$ cat config.mk
export PLATFORM = sky130hd
export DESIGN_NAME = pipeline_hazard_ctrl
export DESIGN_NICKNAME = d
export VERILOG_FILES = /design/src/rtl/pipeline_hazard_ctrl_pkg.sv /design/src/rtl/hazard_match.sv /design/src/rtl/pipeline_hazard_ctrl.sv
export SDC_FILE = /design/constraint.sdc
export NUM_CORES = 1
export LEC_CHECK = 0
export BUFFER_PORTS_ARGS = -buffer_cell sky130_fd_sc_hd__buf_2
export CAP_MARGIN = 20
export CORE_MARGIN = 4
export CORE_UTILIZATION = 40
export DETAILED_ROUTE_END_ITERATION = 8
export PLACE_DENSITY_LB_ADDON = 0.25
export SKIP_CTS_REPAIR_TIMING = 1
export SYNTH_ARGS = -nofsm -noshare
export SYNTH_HDL_FRONTEND = slang
export SYNTH_SLANG_ARGS = --single-unit
$ cat constraint.sdc
create_clock -name aclk -period 1.67 [get_ports aclk]
set_input_delay 0.167 -clock aclk [delete_from_list [all_inputs] [get_ports aclk]]
set_output_delay 0.167 -clock aclk [all_outputs]
set_load 0.02 [all_outputs]
$ cat src/rtl/pipeline_hazard_ctrl_pkg.sv
// Shared hazard-control definitions: redirect FSM state type and stage indices.
package cpuDefine;

   typedef enum logic [1:0] {
      HZ_RUN      = 2'd0,
      HZ_WAIT_MEM = 2'd1,
      HZ_REDIRECT = 2'd2
   } hz_state_e;

   localparam int IF_S  = 0;
   localparam int ID_S  = 1;
   localparam int EX_S  = 2;
   localparam int MEM_S = 3;
   localparam int WB_S  = 4;

endpackage

$ cat src/rtl/hazard_match.sv
// Source-operand match against one producer stage's destination register.
module hazard_match (
   input  logic       valid_i,
   input  logic       we_i,
   input  logic [4:0] rd_i,
   input  logic [4:0] rj_i,
   input  logic [4:0] rk_i,
   input  logic       rj_used_i,
   input  logic       rk_used_i,
   output logic       hit_o
);

   logic rj_hit;
   logic rk_hit;

   assign rj_hit = rj_used_i & (rj_i == rd_i);
   assign rk_hit = rk_used_i & (rk_i == rd_i);
   // r0 is hardwired zero, so a write to it never creates a dependency
   assign hit_o  = valid_i & we_i & (rd_i != 5'd0) & (rj_hit | rk_hit);

endmodule

$ cat src/rtl/pipeline_hazard_ctrl.sv
// Pipeline stall/flush/redirect control; PERF_CNT_EN adds
// saturating stall and flush-event counters.
module pipeline_hazard_ctrl
   import cpuDefine::*;
#(
   parameter int NSTAGE = 5,
   parameter int PC_W   = 32
) (
   input  logic              aclk,
   input  logic              areset,
   input  logic              id_valid,
   input  logic [4:0]        id_rj,
   input  logic [4:0]        id_rk,
   input  logic              id_rj_used,
   input  logic              id_rk_used,
   input  logic              ex_valid,
   input  logic              ex_we,
   input  logic              ex_is_load,
   input  logic              ex_is_div,
   input  logic [4:0]        ex_rd,
   input  logic              mem_valid,
   input  logic              mem_we,
   input  logic              mem_is_load,
   input  logic              mem_data_ok,
   input  logic [4:0]        mem_rd,
   input  logic              div_done,
   input  logic              ex_br_taken,
   input  logic [PC_W-1:0]   ex_br_target,
   input  logic              wb_exc,
   input  logic [PC_W-1:0]   wb_exc_target,
   input  logic              if_allow_in,
   output logic [NSTAGE-1:0] ready_go,
   output logic [NSTAGE-1:0] flush,
   output logic              redirect_valid,
   output logic [PC_W-1:0]   redirect_pc
`ifdef PERF_CNT_EN
   ,
   output logic [31:0]       stall_cnt,
   output logic [31:0]       flush_cnt
`endif
);

   hz_state_e       state_q, state_d;
   logic [PC_W-1:0] tgt_q, tgt_d;
   logic            ex_hit;
   logic            mem_hit;
   logic            div_wait;
   logic            mem_pend;
   logic            br_req;

   hazard_match u_ex_match (
      .valid_i   (id_valid & ex_valid & ex_is_load),
      .we_i      (ex_we),
      .rd_i      (ex_rd),
      .rj_i      (id_rj),
      .rk_i      (id_rk),
      .rj_used_i (id_rj_used),
      .rk_used_i (id_rk_used),
      .hit_o     (ex_hit)
   );

   hazard_match u_mem_match (
      .valid_i   (id_valid & mem_valid & mem_is_load & ~mem_data_ok),
      .we_i      (mem_we),
      .rd_i      (mem_rd),
      .rj_i      (id_rj),
      .rk_i      (id_rk),
      .rj_used_i (id_rj_used),
      .rk_used_i (id_rk_used),
      .hit_o     (mem_hit)
   );

   assign div_wait = ex_valid & ex_is_div & ~div_done;
   assign mem_pend = mem_valid & mem_is_load & ~mem_data_ok;
   assign br_req   = (state_q == HZ_RUN) & ex_valid
                   & ex_br_taken & ~div_wait;

   always_comb begin
      ready_go = '1;
      flush    = '0;
      state_d  = state_q;
      tgt_d    = tgt_q;
      if (ex_hit | mem_hit) ready_go[ID_S] = 1'b0;
      if (div_wait)         ready_go[EX_S] = 1'b0;
      if (state_q == HZ_REDIRECT) ready_go[IF_S] = 1'b0;
      // an exception restarts the redirect sequence from any state
      if (wb_exc) begin
         flush   = '1;
         tgt_d   = wb_exc_target;
         state_d = mem_pend ? HZ_WAIT_MEM : HZ_REDIRECT;
      end else begin
         unique case (state_q)
            HZ_RUN: begin
               if (br_req) begin
                  flush[IF_S] = 1'b1;
                  flush[ID_S] = 1'b1;
                  tgt_d       = ex_br_target;
                  state_d     = HZ_REDIRECT;
               end
            end
            HZ_WAIT_MEM: begin
               flush = '1;
               if (mem_data_ok) state_d = HZ_REDIRECT;
            end
            HZ_REDIRECT: begin
               if (if_allow_in) state_d = HZ_RUN;
            end
            default: state_d = HZ_RUN;
         endcase
      end
      if (areset) begin
         ready_go = '1;
         flush    = '1;
      end
   end

   always_ff @(posedge aclk or posedge areset) begin
      if (areset) begin
         state_q <= HZ_RUN;
         tgt_q   <= '0;
      end else begin
         state_q <= state_d;
         tgt_q   <= tgt_d;
      end
   end

   assign redirect_valid = (state_q == HZ_REDIRECT);
   assign redirect_pc    = tgt_q;

`ifdef PERF_CNT_EN
   logic [31:0] stall_cnt_q;
   logic [31:0] flush_cnt_q;
   logic        stall_evt;
   logic        flush_evt;

   assign stall_evt = ~(ready_go[ID_S] & ready_go[EX_S]);
   assign flush_evt = wb_exc | br_req;

   always_ff @(posedge aclk or posedge areset) begin
      if (areset) begin
         stall_cnt_q <= '0;
         flush_cnt_q <= '0;
      end else begin
         if (stall_evt && stall_cnt_q != '1)
            stall_cnt_q <= stall_cnt_q + 32'd1;
         if (flush_evt && flush_cnt_q != '1)
            flush_cnt_q <= flush_cnt_q + 32'd1;
      end
   end

   assign stall_cnt = stall_cnt_q;
   assign flush_cnt = flush_cnt_q;
`endif

endmodule

# Word level (Yosys, flattened, before mapping)
# Cells that the tools add are included.
# word_totals
regBits,34
word_cells,64
input_bits,101
output_inout_bits,43
# classes
n_reduce_logical,7
n_bitwise,28
n_mux,18
eq_ne,9
# op_table
operator,count
two-way mux 32 bit,3
bitwise AND 1 bit,22
equality test 5 bit,4
two-way mux 2 bit,6
two-way mux 5 bit,2
nonzero test 5 bit,2
inequality test 3 bit (second input constant),3
two-way mux 3 bit,2
case mux 2 bit (3 select lines),1
case mux 2 bit (2 select lines),1
nonzero test 2 bit,2
two-way mux 1 bit,3
inverter 1 bit,3
OR 1 bit,3
AND reduction 3 bit,1
equality test 2 x 1 -> 1 bit (second input constant),1
equality test 2 bit (second input constant),1
zero test 2 bit,1
AND reduction 2 bit,1

# Longest topological paths before layout
# logic_depth
ltp_word,9
ltp_mapped,5
ltp_nobuf,4

# Cells and area by module
# A second synthesis with hierarchy kept.
# unflattened
cells_unflattened,245
area_unflattened_um2,2139.6
# modules_own_cells
module,cells_each,area_per_inst_um2,seq_area_each_um2,instances
pipeline_hazard_ctrl,211,1869.3,850.8,1
hazard_match,17,135.1,0.0,2

# Least setup slack after synthesis
# Ideal clock, no wire load.
# synth_timing
path_type,flip-flop to output port
startpoint,reg state_q[0]
endpoint,out flush[1]
arrival_ns,1.569
stages_incl_launch_ff,5
n_path_buf,1
slack_ns,-0.066
t_required_ns,1.503
path_cell_list,dfrtp_1 inv_1 o21ai_0 nand2b_1 buf_4
# synth_between
elab_chain_cells,8
word_cells_on_any_way,9
classes_between,eq/ne: 1; mux: 4; bitwise: 3; reduce/logical: 1
# synth_lines
element,line_no,text
"start, declared",pipeline_hazard_ctrl.sv:43,"hz_state_e state_q, state_d;"
"start signal, assigned",pipeline_hazard_ctrl.sv:122,state_q <= state_d;
zero test 2 bit,"pipeline_hazard_ctrl.sv:75, pipeline_hazard_ctrl.sv:92",
bitwise AND 1 bit,pipeline_hazard_ctrl.sv:75,assign br_req = (state_q == HZ_RUN) & ex_valid
bitwise AND 1 bit (2 in a row),pipeline_hazard_ctrl.sv:76,& ex_br_taken & ~div_wait;
two-way mux 2 bit,pipeline_hazard_ctrl.sv:94,if (br_req) begin
case mux 2 bit (2 select lines) *,pipeline_hazard_ctrl.sv:92,unique case (state_q)
two-way mux 5 bit *,pipeline_hazard_ctrl.sv:87,if (wb_exc) begin
two-way mux 5 bit *,pipeline_hazard_ctrl.sv:111,if (areset) begin
"end, declared",pipeline_hazard_ctrl.sv:33,"output logic [NSTAGE-1:0] flush,"
# Every way passes the cells marked *; elsewhere a longest branch is shown, timed or not.

# Worst setup path after layout
# Same ends and word-level chain as after synthesis.

==> flow_summary.ini <==
[status]
status = finished, final reports clean

[power_and_ir_drop]
seqPwrFrac_pct = 42.8
p_sw_mw = 0.690
sw_frac_of_total_pct = 31.3
power_density_nw_per_um2 = 769
cellLeakagePower_nw = 1.63
power_frac_clock_pct = 28.8
irDropWorstVdd_uv = 428
power_frac_comb_pct = 28.4
power_mw = 2.21
intPower_mw = 1.52

[sta]
final.min_clock_period_ns = 1.59
period_share_pct = 95.1
fin_skew_ns = 0.00513
drv_slew = 0
setup_viol = 0
whs_ns = 0.0613
fmax_mhz = 630
tns_ns = 0
hold_viol = 0

[floorplan]
start_util_pct = 41.6
num_rows = 25
die_h_um = 78.3
boundaryPins = 144
dieArea_sq_um = 6130
core_area_sq_um = 4750
die_w_um = 78.3

[yosys]
synthCells = 207
ys_ff_latch = 34
synth_cell_types = 26
synth_area_per_cell_sq_um = 9.55
ys_seq_area_share_pct = 43.0
synthAdderAreaFrac_pct = 0
synthXorXnorAreaFrac_pct = 8.86
synthesis.area_sq_um = 1980
synth_area_leaders = dfrtp_1, mux2i_1, xnor2_1
synth-simple-area-share_pct = 13.3
synth_compound_gate_area_share_pct = 12.2
synthArstFlopShare_pct = 100
yosys.area.top_type = dfrtp_1
yosysTopAreaCellShare_pct = 43.0
yosys_warnings = 0
synth_enable_flop_cells = 0
synth_top_family_by_area = multiplexers
yosys_most_used_dff = dfrtp_1
synthMuxAreaShare_pct = 16.2

[global_routing]
grt_pass1_vias = 1921
track_usage_pct = 17.1
grt_max_degree = 31
antenna_found_initial = 0
grt_overflow = 0
grt_pass1_wl_um = 8430

[worst_setup_path]
max_stage_delay_ns = 0.43
end_kind = output pin
cp-start-kind = flip-flop
crit_buf_inv = 1
crit_fanout = 7
path_delay_family = simple AND/OR/NAND/NOR gates
crit_slowest_cell = dfrtp_1
worstPathRequired_ns = 1.50
crit_path_cell_trace = and4bb_2, o21ai_4, nand2b_1, buf_4
critical_path_class = reg -> out
critPathArrivalTime_ns = 1.42

[layout]
fin_util_pct = 60.4
num-nets-final = 453
final_area_sq_um = 2870
drive_gt1_share_pct = 45.6
n_antenna_cell = 0
syn_to_final_growth_pct = 45.3
fillers = 446

[job]
maxCapViolCount = 0

[clock_network]
cts.sinks = 34
worstSkewPairLatency_ns = 0.28
tritoncts = yes
clk_path_buf_depth = 2
cts_buffers = 5
cts-root-buf = clkbuf_8
htree_levels = 2
cts.clk_slew.worst_paths_ns = 0.07

[placement]
place_area_sq_um = 2720
hpwl_um = 4220
io_buffers = 141
gp_congestion = 0.781

[routing]
routedWlPerCell_um = 12.7
routed_wl_um = 5320
dr.pass1.iters = 4
drc = 0
drtIter0Drc = 35
via_per_inst = 4.61
vias = 1936
ant_nets = 0

[worst_hold_path]
min_path_type = in -> reg
==> worst paths after layout <==
path                       depth (start not counted)  slack (ns)                           to                  startpoint
setup / recovery                                   4        0.08                     flush[1]      state_q[0]$_DFFE_PP0P_
hold reg to reg                                    2        0.55   redirect_pc[9]$_DFFE_PP0P_  redirect_pc[9]$_DFFE_PP0P_
min in group asynchronous                          3        0.39   redirect_pc[3]$_DFFE_PP0P_                      areset
hold / removal                                     2        0.06       state_q[0]$_DFFE_PP0P_                 mem_data_ok
setup reg to reg                                   6        0.15  redirect_pc[27]$_DFFE_PP0P_      state_q[0]$_DFFE_PP0P_
max in group asynchronous                          4        0.60  redirect_pc[25]$_DFFE_PP0P_                      areset
==> worst register-to-register path, stage by stage, from the launching register on <==
cell	delay (ns)
dfrtp_1	0.42
and4bb_2	0.28
o21ai_4	0.12
buf_4	0.18
buf_12	0.14
mux2i_1	0.19
o21ai_1	0.08
==> cells by family after synthesis <==
family | count (synthesis)
buffers and inverters | 19
XOR/XNOR | 20
AND/OR/NAND/NOR | 59
flip-flops | 34
multiplexers | 32
other | 1
AO/OA/AOI/OAI | 42
==> power by group through the flow <==
| stage | clock (mW) | combinational, mW | sequential [mW] |
|---|---|---|---|
| 2_1_floorplan | 0 | 0.261 | 1.06 |
| 3_3_place_gp | 0 | 0.611 | 0.960 |
| 3_5_place_dp | 0 | 0.621 | 0.960 |
| 4_1_cts | 0.658 | 0.621 | 0.947 |
| 5_1_grt | 0.702 | 0.690 | 0.955 |
| 6_report | 0.636 | 0.627 | 0.944 |
==> metal layers <==
layer  wire [um]  GRT usage (%)  vias up
met5           0              0        -
met4          51           4.55        0
met3         413           4.47        6
met2        2640           29.5       75
met1        2220           21.2      865
li1            -              -      990
==> Yosys cell counts (all sizes together), types with 2 or more instances <==
cell,number
dfrtp,34
clkbuf,7
inv,4
o22ai,2
o31a,2
buf,8
a21oi,2
mux2i,32
nor2,5
xnor2,20
o21ai,34
nand4,6
nand2,40
nor2b,2
==> area by class of cell <==
cell class              instances  area [sq um]  area share, %
well taps                      67          83.8           2.92
clock buffers                   6          82.6           2.88
clock inverters                 2          12.5          0.436
flip-flops and latches         34           851           29.6
multi-input cells             155          1010           35.0
repair buffers                152           821           28.6
inverters                       4          15.0          0.523
==> through the flow <==
stage,cells,worst slack [ns]
3_5_place_dp,406,0.113
3_3_place_gp,406,0.119
6_report,420,0.0825
2_1_floorplan,208,0.136
5_1_grt,420,-0.0186
4_1_cts,414,0.0320
==> flip-flops by register name, summed over array words and instances, names as in the netlist <==
register	count
redirect_pc	32
state_q	2
==> cells in the final DEF (no fill, tap or decap) <==
cell,instances
nand2b_1,1
nor2b_1,2
clkbuf_8,6
xnor2_1,20
buf_4,10
nand2_1,40
and4bb_2,1
or2b_1,1
nand4_1,6
inv_1,4
o31a_1,2
o21ai_1,30
conb_1,2
a21oi_1,2
o22ai_1,2
buf_12,2
dfrtp_1,34
nor3_1,1
dlygate4sd3_1,1
clkinv_2,1
o2111a_1,1
o21ai_0,3
nand3_1,1
a22oi_1,1
nor2_1,5
o21ai_4,1
clkinvlp_4,1
mux2i_1,32
or4_1,1
buf_2,139
Note: power is estimated with default switching activity, not from simulation.
